File: src/rtl/trace_buffer_drain.sv
// Read-side master for the trace buffer: requests one element at a time and
// serializes it MSB-first into OUT_WIDTH-bit beats on a valid/ready stream.
module trace_buffer_drain #(
    parameter int TRACE_WIDTH = 64,
    parameter int OUT_WIDTH   = 8,
    parameter int REQ_TIMEOUT = 16
) (
    input  logic                   clk,
    input  logic                   rst_n,
    input  logic                   enable,
    input  logic                   data_present,
    input  logic                   data_valid,
    input  logic [TRACE_WIDTH-1:0] trace_element_in,
    output logic                   data_request,
    output logic                   out_valid,
    input  logic                   out_ready,
    output logic [OUT_WIDTH-1:0]   out_data,
    output logic                   out_last,
    output logic                   busy,
    output logic                   timeout_err,
    output logic [31:0]            drained_count
);

    localparam int BEATS  = (TRACE_WIDTH + OUT_WIDTH - 1) / OUT_WIDTH;
    localparam int EXT_W  = BEATS * OUT_WIDTH;
    localparam int BIDX_W = (BEATS > 1) ? $clog2(BEATS) : 1;
    localparam int TMO_W  = $clog2(REQ_TIMEOUT + 1);
    localparam logic [BIDX_W-1:0] LAST_IDX = BIDX_W'(BEATS - 1);
    localparam logic [TMO_W-1:0]  TMO_LAST = TMO_W'(REQ_TIMEOUT - 1);

    typedef enum logic [1:0] {IDLE, REQUEST, WAIT_VALID, SEND} state_t;

    state_t              state, state_n;
    logic [BIDX_W-1:0]   beat_idx, beat_idx_n;
    logic [TMO_W-1:0]    tmo_cnt, tmo_cnt_n;
    logic [EXT_W-1:0]    shreg, shreg_n;
    logic [EXT_W-1:0]    ext_elem;
    logic                data_request_n, out_valid_n, out_last_n, busy_n, timeout_err_n;
    logic [OUT_WIDTH-1:0] out_data_n;
    logic [31:0]         drained_count_n;

    assign ext_elem = EXT_W'(trace_element_in);

    always_ff @(posedge clk or negedge rst_n) begin
        if (!rst_n) begin
            state         <= IDLE;
            beat_idx      <= '0;
            tmo_cnt       <= '0;
            shreg         <= '0;
            data_request  <= 1'b0;
            out_valid     <= 1'b0;
            out_data      <= '0;
            out_last      <= 1'b0;
            busy          <= 1'b0;
            timeout_err   <= 1'b0;
            drained_count <= '0;
        end else begin
            state         <= state_n;
            beat_idx      <= beat_idx_n;
            tmo_cnt       <= tmo_cnt_n;
            shreg         <= shreg_n;
            data_request  <= data_request_n;
            out_valid     <= out_valid_n;
            out_data      <= out_data_n;
            out_last      <= out_last_n;
            busy          <= busy_n;
            timeout_err   <= timeout_err_n;
            drained_count <= drained_count_n;
        end
    end

    always_comb begin
        state_n         = state;
        beat_idx_n      = beat_idx;
        tmo_cnt_n       = tmo_cnt;
        shreg_n         = shreg;
        data_request_n  = 1'b0;
        out_valid_n     = out_valid;
        out_data_n      = out_data;
        out_last_n      = out_last;
        timeout_err_n   = timeout_err;
        drained_count_n = drained_count;

        case (state)
            IDLE: begin
                if (enable && data_present) begin
                    state_n        = REQUEST;
                    data_request_n = 1'b1;
                end
            end
            REQUEST: begin
                state_n   = WAIT_VALID;
                tmo_cnt_n = '0;
            end
            WAIT_VALID: begin
                // A response in the final wait cycle still wins over the timeout.
                if (data_valid) begin
                    out_data_n  = ext_elem[EXT_W-1 -: OUT_WIDTH];
                    shreg_n     = ext_elem << OUT_WIDTH;
                    beat_idx_n  = '0;
                    out_valid_n = 1'b1;
                    out_last_n  = (BEATS == 1);
                    state_n     = SEND;
                end else if (tmo_cnt == TMO_LAST) begin
                    timeout_err_n = 1'b1;
                    state_n       = IDLE;
                end else begin
                    tmo_cnt_n = tmo_cnt + 1'b1;
                end
            end
            SEND: begin
                if (out_ready) begin
                    if (beat_idx == LAST_IDX) begin
                        out_valid_n = 1'b0;
                        out_last_n  = 1'b0;
                        out_data_n  = '0;
                        state_n     = IDLE;
                        if (drained_count != '1)
                            drained_count_n = drained_count + 32'd1;
                    end else begin
                        out_data_n = shreg[EXT_W-1 -: OUT_WIDTH];
                        shreg_n    = shreg << OUT_WIDTH;
                        beat_idx_n = beat_idx + 1'b1;
                        out_last_n = ((beat_idx + 1'b1) == LAST_IDX);
                    end
                end
            end
            default: state_n = IDLE;
        endcase

        busy_n = (state_n != IDLE);
    end

endmodule

File: config.mk
export PLATFORM = sky130hd
export DESIGN_NAME = trace_buffer_drain
export DESIGN_NICKNAME = d
export VERILOG_FILES = /design/src/rtl/trace_buffer_drain.sv
export SDC_FILE = /design/constraint.sdc
export NUM_CORES = 1
export LEC_CHECK = 0
export CORE_ASPECT_RATIO = 2
export CORE_MARGIN = 3
export CORE_UTILIZATION = 46
export DETAILED_ROUTE_END_ITERATION = 6
export MAX_ROUTING_LAYER = met4
export PLACE_DENSITY_LB_ADDON = 0.1
export SETUP_SLACK_MARGIN = 0.3
export SLEW_MARGIN = 20
export SYNTH_ARGS = -nofsm -noshare
export SYNTH_HDL_FRONTEND = slang
export SYNTH_SLANG_ARGS = --single-unit
export TNS_END_PERCENT = 50
File: constraint.sdc
create_clock -name clk -period 1.87 [get_ports clk]
set_clock_uncertainty 0.1 [all_clocks]
set_input_delay 0.374 -clock clk [delete_from_list [all_inputs] [get_ports clk]]
set_output_delay 0.374 -clock clk [all_outputs]
set_load 0.05 [all_outputs]
==> flow_summary.toml <==
[power_and_ir_drop]
power.share.sequential_pct = 33.6
total_leakage_power_nw = 3.799
maximum_resistive_drop_on_vdd_mv = 0.8681
combinationalPowerShare_pct = 48.7
share_of_total_power_consumed_by_net_switching_pct = 38.86
internal_power_mw = 6.815
clock_power_share_pct = 17.7
report.power.total_mw = 11.15
power.density_cell_area_mw_per_mm2 = 1298
power.switching_mw = 4.332

[yosys]
yosys_warnings = 0
synth.ff_latch_count = 111
ys.flop_type = "dfrtp_1"
seq_area_frac_synth_pct = 53.12
synth_area_mm2 = 0.005229
syn-mean-instance-area_um2 = 9.612
postSynth.asyncResetShare_pct = 100.0
synthCells = 544
synth_nets = 620
edff_count_synth = 0
post_synth_num_cell_types = 49

[timing]
final_min_period_over_clock_period_pct = 108.5
report.final.slew_viol_count = 0
grt_setup_unrepaired = "true"
max_slew.worst_pin.slew_ns = 0.3870
final_setup_violation_count = 63
report.final.hold_viol_count = 0
post-route-worst-setup-slack_ns = -0.1582
achievable-frequency_mhz = 493.0
min_period_ns = 2.028
slew-limit-headroom_pct = 74.20

[grt]
global_route.overflow_total = 0
gr-usage-met3_pct = 3.168
grt_antenna_before_repair = 0
grt_pass1_wl_um = 25060
track_usage_pct = 26.54
grt_pass1_vias = 5008
groute.layer.met1.usage_pct = 27.94
global_route.usage.met2_pct = 48.17
grt_max_degree = 66
grt_most_used_layer = "met2"

[floorplan]
fp-row-count = 54
dieWidth_um = 81.39
dieHeight_um = 156.8
fp.dieArea_mm2 = 0.01276
floorplan.io_pins = 115
start_util_pct = 47.48
core_area_mm2 = 0.01101

[worst_setup_path]
timing.critical_path.slowest_cell_delay_ns = 0.39
worstPathMaxFanout = 6
worstSetupStartpoint = "beat_idx[0]"
critical_path_class = "reg -> reg"
crit_path_cell_trace = "ha_2, ha_4, buf_4, buf_8, a21oi_4, buf_6, buf_12, buf_16, nor2_1, a31oi_1"
timing.critical_path.slowest_stage_cell = "dfrtp_1"
crit_arrival_ns = 2.17
worst_reg2reg_startpoint = "beat_idx[0]"
critical_path.startpoint_type = "register"
critical_path_required_time_ns = 2.01
worstSetupEndpointType = "register"

[outcome]
result_of_the_run = "finished, violations left"
violated_checks = "negative setup slack"

[run]
timing.max_cap.violations = 0

[cts]
htreeDepth = 3
clkTransAtPathRegs_ns = 0.07
clock_tree.root_cell = "clkbuf_16"
clock_latency_ns = 0.35
cts-buffers-inserted = 9
cts_max_path_buffers = 2
cts_tree = "built"
numClockSinks = 111

[detailed_routing]
remaining_routing_drc_violations = 0
first_pass_iters = 4
avgRoutedWirePerCell_um = 18.85
initialDrtViolationCount = 253
antenna_left = 0
dr_total_vias = 4977
wl_um = 16750
vias_per_cell = 5.598

[finish]
layout_commonest_cell = "nand2_1"
final_layout_size_suffix_gt1_share_pct = 37.25
areaGrowthSynthToFinish_pct = 64.20
final_net_count = 820
most-common-layout-cells = "nand2_1, buf_4, dfrtp_1, clkdlybuf4s50_1, nor2_1"
finalCoreUtilization_pct = 77.96
diodes = 0
design_area_mm2 = 0.008586

[placement]
place_congestion = 0.9071
place.port_buffers = 114
dpl_cell_area_mm2 = 0.007073
dp_hpwl_um = 10510

[worst_hold_path]
holdCritPathClass = "in -> async"
## sequential cells by signal, summed over array words and instances, names as in the netlist
name and flops:
beat_idx 3, busy 1, data_request 1, drained_count 32
out_data 8, out_last 1, out_valid 1, shreg 56
state 2, timeout_err 1, tmo_cnt 5
## critical path: cells and delay by family, from the launching register on
kind / cells / cell delay [ns]
buffers and inverters: 5 / 0.65
AND/OR/NAND/NOR: 1 / 0.04
flip-flops: 1 / 0.39
AO/OA/AOI/OAI: 2 / 0.35
adder cells (fa/ha/maj): 2 / 0.38
## through the flow
step                worst slack, ns  hold WS (ns)  instances  TNS, ns
finish                      -0.1582        0.3897        889   -3.134
global route                -0.2472        0.4190        889   -9.060
CTS                         -0.1015        0.3926        881   -3.372
detailed placement          -0.3401        0.2182        836   -16.99
global placement            -0.3164        0.2156        836   -16.71
floorplan                   -0.1482      -0.02159        544   -1.455
## cell usage after synthesis, drive strengths merged (8+ instances only)
cell type  instances  area (um^2)
a22o               8        70.07
a21oi             12        63.81
o21ai             15        75.07
nor3b              8        60.06
nor3              10        60.06
nor2              56        212.7
buf               16        93.84
nand4             19        131.4
a31oi             50        319.1
xnor2             20        175.2
and3              11        68.82
nand2            122        457.9
clkbuf            19        71.32
nand3             15        95.09
dfrtp            111         2778
xor2              10        87.58
## power by group through the flow
| stage | registers, mW | clock network, mW | logic, mW |
|---|---|---|---|
| 2_1_floorplan | 4.02 | 0 | 2.14 |
| 3_3_place_gp | 3.69 | 0 | 3.51 |
| 3_5_place_dp | 3.73 | 0 | 3.62 |
| 4_1_cts | 3.69 | 2.00 | 4.68 |
| 5_1_grt | 3.82 | 2.10 | 5.82 |
| 6_report | 3.75 | 1.97 | 5.43 |
## final timing paths
check                                     to  slack [ns]  cells past startpoint
max                                shreg[28]       -0.16                     10
max in group asynchronous           state[1]        0.67                      3
min reg2reg                      timeout_err        0.40                      1
max reg2reg                        shreg[28]       -0.16                     10
min in group clk                 timeout_err        0.40                      1
min                        drained_count[27]        0.39                      2
## cell families after synthesis
family / after synthesis / share of synthesized area, %
and+or+nand+nor: 260 / 23.79
DFF: 111 / 53.12
AOI/OAI and AO/OA: 94 / 12.06
buffers and inverters: 37 / 3.302
xor gates and xnor gates: 30 / 5.025
muxes: 6 / 1.268
adders and majority gates: 6 / 1.436
## layer usage
| metal | part of all wire (%) | vias to the layer above |
|---|---|---|
| met3 | 3.9 | 37 |
| met5 | 0 | - |
| li1 | - | 2301 |
| met2 | 58 | 182 |
| met1 | 34 | 2457 |
| met4 | 3.9 | 0 |
## timing repair
item                                    CTS  global route
resized for setup                        87            51
endpoints found under the setup margin  120           125
endpoints found under the hold margin    22             0
buffers inserted                         20             3
hold buffers                              1             0
cloned                                    8             5
pin swaps                                40            33
## layout make-up
type / count / area (um^2)
flip-flops and latches: 111 / 2820
multi-input cells: 396 / 2809
fillers: 731 / 2427
inverters: 2 / 7.507
clock inverters: 6 / 67.56
repair buffers: 224 / 2467
clock buffers: 10 / 239.0
well taps: 140 / 175.2
No activity file was read; power rests on OpenSTA's default activity.
